$ cat src/rtl/led_matrix_scanner.sv
// led_matrix_scanner: scans a snapshot of a 16x16 bicolor frame into the
// column shift registers row by row. Optional: LED_BRIGHTNESS_EN (BRIGHT dimming).
module led_matrix_scanner #(
  parameter int CLK_DIV      = 2,
  parameter int DWELL_CYCLES = 64
) (
  input  logic              CLK,
  input  logic              RST,
  input  logic [15:0][15:0] RedPixels,
  input  logic [15:0][15:0] GrnPixels,
`ifdef LED_BRIGHTNESS_EN
  input  logic [2:0]        BRIGHT,
`endif
  output logic              SER_CLK,
  output logic              SER_DAT_R,
  output logic              SER_DAT_G,
  output logic              SER_LAT,
  output logic              OE_N,
  output logic [3:0]        ROW_SEL,
  output logic              FRAME_DONE
);

  localparam int DIVW = $clog2(2 * CLK_DIV);
  localparam int DWW  = $clog2(DWELL_CYCLES);

  localparam logic [DIVW-1:0] DIV_LAST = DIVW'(2 * CLK_DIV - 1);
  localparam logic [DIVW-1:0] DIV_HALF = DIVW'(CLK_DIV);
  localparam logic [DWW-1:0]  DW_LAST  = DWW'(DWELL_CYCLES - 1);

  typedef enum logic [2:0] {
    S_LOAD,
    S_SHIFT,
    S_BLANK,
    S_LATCH,
    S_DWELL
  } state_e;

  state_e            state_q, state_d;
  logic [3:0]        row_q, row_d;
  logic [3:0]        bit_q, bit_d;
  logic [DIVW-1:0]   div_q, div_d;
  logic [DWW-1:0]    dwell_q, dwell_d;
  logic [15:0][15:0] bufr_q, bufr_d;
  logic [15:0][15:0] bufg_q, bufg_d;
  logic [3:0]        rowsel_q, rowsel_d;
  logic              fdone_q, fdone_d;
  logic              oe_dwell;

`ifdef LED_BRIGHTNESS_EN
  localparam logic [DWW+3:0] DW_LEN = (DWW + 4)'(DWELL_CYCLES);

  logic [2:0]     bright_q, bright_d;
  logic [DWW+3:0] lvl;
  logic [DWW+3:0] on_lim;

  // Dwell cycles with columns enabled: floor((BRIGHT+1)*DWELL/8)
  always_comb begin
    lvl      = {{(DWW + 1){1'b0}}, bright_q} + {{(DWW + 3){1'b0}}, 1'b1};
    on_lim   = (lvl * DW_LEN) >> 3;
    oe_dwell = !({4'b0, dwell_q} < on_lim);
  end
`else
  // Columns enabled for the whole dwell
  always_comb begin
    oe_dwell = 1'b0;
  end
`endif

  // State and datapath registers, synchronous active-low reset
  always_ff @(posedge CLK) begin
    if (!RST) begin
      state_q  <= S_LOAD;
      row_q    <= 4'd0;
      bit_q    <= 4'd15;
      div_q    <= '0;
      dwell_q  <= '0;
      bufr_q   <= '0;
      bufg_q   <= '0;
      rowsel_q <= 4'd0;
      fdone_q  <= 1'b0;
`ifdef LED_BRIGHTNESS_EN
      bright_q <= 3'd7;
`endif
    end else begin
      state_q  <= state_d;
      row_q    <= row_d;
      bit_q    <= bit_d;
      div_q    <= div_d;
      dwell_q  <= dwell_d;
      bufr_q   <= bufr_d;
      bufg_q   <= bufg_d;
      rowsel_q <= rowsel_d;
      fdone_q  <= fdone_d;
`ifdef LED_BRIGHTNESS_EN
      bright_q <= bright_d;
`endif
    end
  end

  // Scan sequencer: next state and pin drive
  always_comb begin
    state_d   = state_q;
    row_d     = row_q;
    bit_d     = bit_q;
    div_d     = div_q;
    dwell_d   = dwell_q;
    bufr_d    = bufr_q;
    bufg_d    = bufg_q;
    rowsel_d  = rowsel_q;
    fdone_d   = 1'b0;
`ifdef LED_BRIGHTNESS_EN
    bright_d  = bright_q;
`endif
    SER_CLK   = 1'b0;
    SER_DAT_R = 1'b0;
    SER_DAT_G = 1'b0;
    SER_LAT   = 1'b0;
    OE_N      = 1'b1;
    unique case (state_q)
      S_LOAD: begin
        bit_d   = 4'd15;
        div_d   = '0;
        if (row_q == 4'd0) begin
          bufr_d = RedPixels;
          bufg_d = GrnPixels;
        end
`ifdef LED_BRIGHTNESS_EN
        bright_d = BRIGHT;
`endif
        state_d = S_SHIFT;
      end
      S_SHIFT: begin
        SER_DAT_R = bufr_q[row_q][bit_q];
        SER_DAT_G = bufg_q[row_q][bit_q];
        SER_CLK   = (div_q >= DIV_HALF);
        if (div_q == DIV_LAST) begin
          div_d = '0;
          if (bit_q == 4'd0) begin
            state_d = S_BLANK;
          end else begin
            bit_d = bit_q - 4'd1;
          end
        end else begin
          div_d = div_q + 1'b1;
        end
      end
      S_BLANK: begin
        rowsel_d = row_q;
        state_d  = S_LATCH;
      end
      S_LATCH: begin
        SER_LAT = 1'b1;
        dwell_d = '0;
        state_d = S_DWELL;
      end
      S_DWELL: begin
        OE_N = oe_dwell;
        if (dwell_q == DW_LAST) begin
          dwell_d = '0;
          row_d   = row_q + 4'd1;
          fdone_d = (row_q == 4'd15);
          state_d = S_LOAD;
        end else begin
          dwell_d = dwell_q + 1'b1;
        end
      end
      default: begin
        state_d = S_LOAD;
      end
    endcase
  end

  assign ROW_SEL    = rowsel_q;
  assign FRAME_DONE = fdone_q;

endmodule
$ cat config.mk
export PLATFORM = sky130hd
export DESIGN_NAME = led_matrix_scanner
export DESIGN_NICKNAME = d
export VERILOG_FILES = /design/src/rtl/led_matrix_scanner.sv
export SDC_FILE = /design/constraint.sdc
export NUM_CORES = 1
export LEC_CHECK = 0
export CORE_ASPECT_RATIO = 2
export CORE_MARGIN = 4
export CORE_UTILIZATION = 40
export CTS_BUF_LIST = sky130_fd_sc_hd__clkbuf_4
export CTS_CLUSTER_SIZE = 40
export DETAILED_ROUTE_END_ITERATION = 8
export HOLD_SLACK_MARGIN = 0.08
export PLACE_DENSITY = 0.63
export REMOVE_ABC_BUFFERS = 1
export SLEW_MARGIN = 20
export SYNTH_ARGS = -nofsm -noshare
export SYNTH_HDL_FRONTEND = slang
export SYNTH_SLANG_ARGS = --single-unit
$ cat constraint.sdc
create_clock -name CLK -period 8.29 [get_ports CLK]
set_input_delay 1.658 -clock CLK [delete_from_list [all_inputs] [get_ports CLK]]
set_output_delay 1.658 -clock CLK [all_outputs]
set_load 0.05 [all_outputs]
**Word level (Yosys, flattened, before mapping)**

Cells that the tools add are included.

- Multiply operators: 0
- Bitwise operators: 0
- Div/mod/pow operators: 0
- Shift operators: 0
- Equality and inequality tests: 11
- Multiplexer cells: 24
- Order comparisons: 3
- Add/subtract/negate cells: 4
- Reduce and logical (&&, ||, !) cells: 10

Operators by type and width:

| operator | number |
|---|---|
| binary-select mux 16 bit (select 4 bit) | 2 |
| two-way mux 16 bit | 2 |
| one-hot mux 3 bit (5 select lines) | 1 |
| one-hot mux 6 bit (2 select lines) | 1 |
| less-than comparator 4 x 5 -> 1 bit, second input constant | 2 |
| two-way mux 3 bit | 3 |
| AND reduction 3 bit | 3 |
| binary-select mux 1 bit (select 4 bit) | 2 |
| logical NOT 4 bit | 2 |
| two-way mux 4 bit | 2 |
| != test 2 bit, second input constant | 4 |
| one-hot mux 4 bit (2 select lines) | 1 |
| two-way mux 1 bit | 7 |
| adder 6 x 1 -> 6 bit, second input constant | 1 |
| == test 3 x 2 -> 1 bit, second input constant | 2 |
| == test 6 bit, second input constant | 1 |
| two-way mux 6 bit | 1 |
| adder 4 x 1 -> 4 bit, second input constant | 1 |
| == test 4 bit, second input constant | 1 |
| one-hot mux 2 bit (2 select lines) | 1 |
| AND reduction 2 bit | 2 |
| nonzero test 2 bit | 2 |
| subtractor 4 x 1 -> 4 bit, second input constant | 1 |
| == test 3 x 1 -> 1 bit, second input constant | 1 |
| 6 further kinds | 6 |

- Memories: 0
- ROM bits: 0
- Input port bits: 514
- Bits in latches: 0
- Flip-flop bits (word level): 536
- Bits in writable memories: 0
- Output and inout port bits: 10
- Logic and storage cells: 91

**Logic depth before layout (Yosys ltp)**

- Depth in word-level cells: 5
- Mapped depth: 12
- Depth with buffers taken out: 8

**Worst setup path before layout**

OpenSTA, ideal clock, no wires.

- Path kind: register to output
- Start: register row_q[1]
- End: output SER_DAT_R
- Data arrival time: 2.341 ns
- Required time: 6.632 ns
- Path slack: 4.291 ns
- Stages on the path, launching flop included: 10
- Path buffers: 4
- Path through: dfxtp_1 buf_6 buf_2 buf_4 buf_2 mux2i_1 o22ai_1 a2111oi_0 o22ai_1 a211o_1

- Word-level cells in the longest chain between the ends: 5

RTL lines:

| item | line | RTL |
|---|---|---|
| from (decl) | 39 | `logic [3:0] row_q, row_d;` |
| from (signal assigned) | 86 | `row_q <= row_d;` |
| binary-select mux 16 bit (select 4 bit) | 133 | `SER_DAT_R = bufr_q[row_q][bit_q];` |
| two-way mux 16 bit (implied by the code) | 133 |  |
| binary-select mux 1 bit (select 4 bit) | 133 |  |
| two-way mux 1 bit (implied by the code) | 133 |  |
| two-way mux 1 bit | 119 | `unique case (state_q)` |
| to (decl) | 15 | `output logic SER_DAT_R,` |

Every way passes these cells. The select of a mux whose other input is x is not followed.

**Worst setup path after layout**

- Start: register row_q[2]
- End: output SER_DAT_G

- Word-level cells in the longest chain between the ends: 5

RTL lines:

| item | line | RTL |
|---|---|---|
| binary-select mux 16 bit (select 4 bit) | 134 | `SER_DAT_G = bufg_q[row_q][bit_q];` |
| two-way mux 16 bit (implied by the code) | 134 |  |
| binary-select mux 1 bit (select 4 bit) | 134 |  |
| two-way mux 1 bit (implied by the code) | 134 |  |
| two-way mux 1 bit | 119 |  |
| to (decl) | 16 | `output logic SER_DAT_G,` |

Every way passes these cells. The select of a mux whose other input is x is not followed.

==> impl_results.md <==
- Reg2reg end: bufg_q[149]$_SDFFE_PN0P_
- Worst min path class: reg -> reg
- Total iterations of the first detailed-routing run: 5
- H-Tree Depth: 3
- Status: finished, final reports clean
- Cell taking the most area after synthesis: dfxtp_1
- Synthesis-stage register bit count: 536
- Synth area leaders: dfxtp_1 44%, nand2_1 16%, a21boi_0 16%
- Reg2reg start: row_q[0]$_SDFFE_PN0P_
- Post_cts resized: 0
- PD cells: 179 nW/um^2
- Syn_area_per_cell: 8.88 um^2
- Post-synth top cells: 1050 x nand2_1, 536 x dfxtp_1, 514 x a21boi_0, 105 x buf_2, 105 x clkbuf_1
- Largest net degree at the start of global routing: 278
- Place WS: 2390 ps
- Vias: 21000
- Setup crit end: SER_DAT_G
- Hold_ws: 464 ps
- Root buffer cell: clkbuf_4
- Crit-path max cell delay: 840 ps
- Crit path buffers/inverters: 2
- Hold Fails Final Rpt: 0
- Die Ht: 356 um
- Vias in the first global route: 21800
- RSZ-0062 raised after global routing: no
- DR vias/cell: 5.21
- Layout cells sized above 1: 9.73%
- Slew Limit Fails: 0
- YS warnings: 0
- Drt drc: 0
- Gpl congestion: 0.895
- CP max stage cell: clkdlybuf4s50_1
- Synth-to-layout area growth: 28.4%
- Crit path capture type: output pin
- Top cell type's share of synthesized area: 44.3%
- Number of synthesized flops with an enable pin: 0
- Worst-path cell chain: buf_4 -> nor2b_2 -> a22oi_1 -> and3_1 -> a311oi_1 -> a311o_1 -> a32o_1 -> clkdlybuf4s50_1
- Max cap viols: 0
- Port buffer count: 523
- Routed wire length: 82700 um
- Netlist area before placement: 24200 um^2
- Drt initial violations: 1355
- Fmax: 0.148 GHz
- Setup WS post-layout: 1550 ps
- Skew-Pair Late Insertion Delay: 880 ps
- Clock slew at reported path FFs: 80 ps
- Synth cell types: 58
- # clock sinks: 536
- Setup TNS: 0 ps
- Worst path depth: 8
- Leakage: 11.5 nW
- WL per Instance: 20.5 um
- Worst R2R Setup Slack: 4000 ps
- Antenna violations before repair: 5
- Post-CTS Setup Bufs: 0
- Fill cells: 5623
- Fin crit period: 6740 ps
- I/O pins: 524
- Starting Density: 40.4%
- Clock skew: 33.2 ps
- Reg area: 10700 um^2
- WP data required: 6630 ps
- Antenna violation net count after detailed routing: 0
- GRT overflow: 0
- Largest delay share family, worst path: buffers and inverters
- Ys async rst share: 0%
- Peak supply drop: 98.9 uV
- Core Box Area: 59900 um^2
- Gr usage total: 24.4%
- CTS tree: done
- Die area: 64800 um^2
- Multi-input combinational cell area: 12400 um^2
- Ys flop type: dfxtp_1
- CP startpoint: row_q[2]$_SDFFE_PN0P_
- Die X: 182 um
- Top-count cell post-synth: nand2_1
- Post-CTS Hold Fix Bufs: 0
- Worst reg2reg path depth: 7
- FP Rows: 127
- Max transition margin: 28.0%
- CP max FO: 45
- Final setup viols: 0
- Post-DP HPWL: 60300 um
- Fin nets: 3683
- Period utilization: 81.3%
- Measured slew at the worst slew-check pin: 1080 ps
- Critical Path Source Type: register
- Sequential element share of the synthesized area: 44.3%
- First-pass GRT wire length: 124000 um
- Crit path DAT: 5080 ps
- Crit Path Category: reg -> out
- Worst-case clock buffer depth: 3
- Syn Inst Count: 2727
- Num CTS Buffers: 121
-- worst register-to-register path, delay by kind of cell, from the launching register on --
family / cells / cell delay (ps)
AOI/OAI and AO/OA: 1 / 260
adders and majority gates: 1 / 430
buffers and inverters: 3 / 2340
DFF: 1 / 900
and+or+nand+nor: 2 / 300
-- cells in the final DEF, fill, tap and decap left out, types with 8 or more instances in the layout --
cell type and n:
clkdlybuf4s50_1 522, dfxtp_1 531, nand2_1 1050, mux4_2 93, o221ai_1 9, mux2i_1 47
buf_4 13, nor2_1 19, inv_1 9, o21ai_0 16, clkbuf_4 172, a22oi_1 23
mux4_1 15, and2_1 12, a21boi_0 514, nand3_1 12, clkinv_1 31, o22ai_1 8
clkinv_2 8, nor2b_1 11, a21oi_1 19, nor3_1 10
-- metrics by stage --
stage / util, % / total power [mW] / instances / cell area [um^2]
2_1_floorplan: - / 3.18 / 2498 / 23100
6_report: 51.9 / 5.56 / 4036 / 31100
5_1_grt: 51.9 / 5.81 / 4036 / 31100
3_5_place_dp: 49.3 / 3.54 / 3814 / 29600
3_3_place_gp: 49.3 / 3.52 / 3814 / 29600
4_1_cts: 51.9 / 5.62 / 4031 / 31100
-- kinds of logic (layout without fill, tap and decap cells) --
logic type      count (synthesis)  count (layout)  share of synthesized area (%)
flops                         536             536                           44.3
buf+inv                       238             768                           4.72
xor+xnor                        4               4                          0.145
other cells                     0               5                              0
mux                           161             161                           12.5
fa+ha+maj                       6               6                          0.310
compound gates                635             635                           19.4
simple gates                 1147            1147                           18.6
-- where the power goes --
part           total [mW]  leakage [nW]  internal (mW)  switching [mW]
logic               0.673          6.13          0.374           0.299
clock network        2.08         0.904           1.02            1.06
registers            2.80          4.42           2.71          0.0884
-- worst min path at each step --
| stage | to | start | depth (start not counted) | slack, ps |
|---|---|---|---|---|
| 6_report | bufr_q[61]$_SDFFE_PN0P_ | bufr_q[61]$_SDFFE_PN0P_ | 2 | 460 |
| 5_1_grt | bufr_q[61]$_SDFFE_PN0P_ | bufr_q[61]$_SDFFE_PN0P_ | 2 | 490 |
| 4_1_cts | bufr_q[61]$_SDFFE_PN0P_ | bufr_q[61]$_SDFFE_PN0P_ | 2 | 470 |
| 3_5_place_dp | bufr_q[61]$_SDFFE_PN0P_ | bufr_q[61]$_SDFFE_PN0P_ | 2 | 460 |
| 3_3_place_gp | bufr_q[90]$_SDFFE_PN0P_ | bufr_q[90]$_SDFFE_PN0P_ | 2 | 450 |
| 2_1_floorplan | bufg_q[153]$_SDFFE_PN0P_ | bufg_q[153]$_SDFFE_PN0P_ | 2 | 440 |
-- layer usage --
layer	track usage (%)	vias up	routed length, um
li1	-	10200	-
met1	27.8	9871	31500
met3	4.22	183	4660
met4	13.1	0	4500
met5	0	-	0
met2	43.3	786	42000
-- flip-flops by register name, summed over array words and instances (netlist names) --
signal,cells
FRAME_DONE,1
ROW_SEL,4
bit_q,4
bufg_q,256
bufr_q,256
div_q,2
dwell_q,6
row_q,4
state_q,3
-- cell type report --
cell class / instances / area share [%]
clock inverters: 45 / 0.796
flip-flops and latches: 536 / 34.5
inverters: 9 / 0.109
well taps: 774 / 3.11
repair buffers: 542 / 17.5
clock buffers: 172 / 4.15
diodes: 5 / 0.0402
multi-input cells: 1953 / 39.7
(Power assumes the default switching activity.)
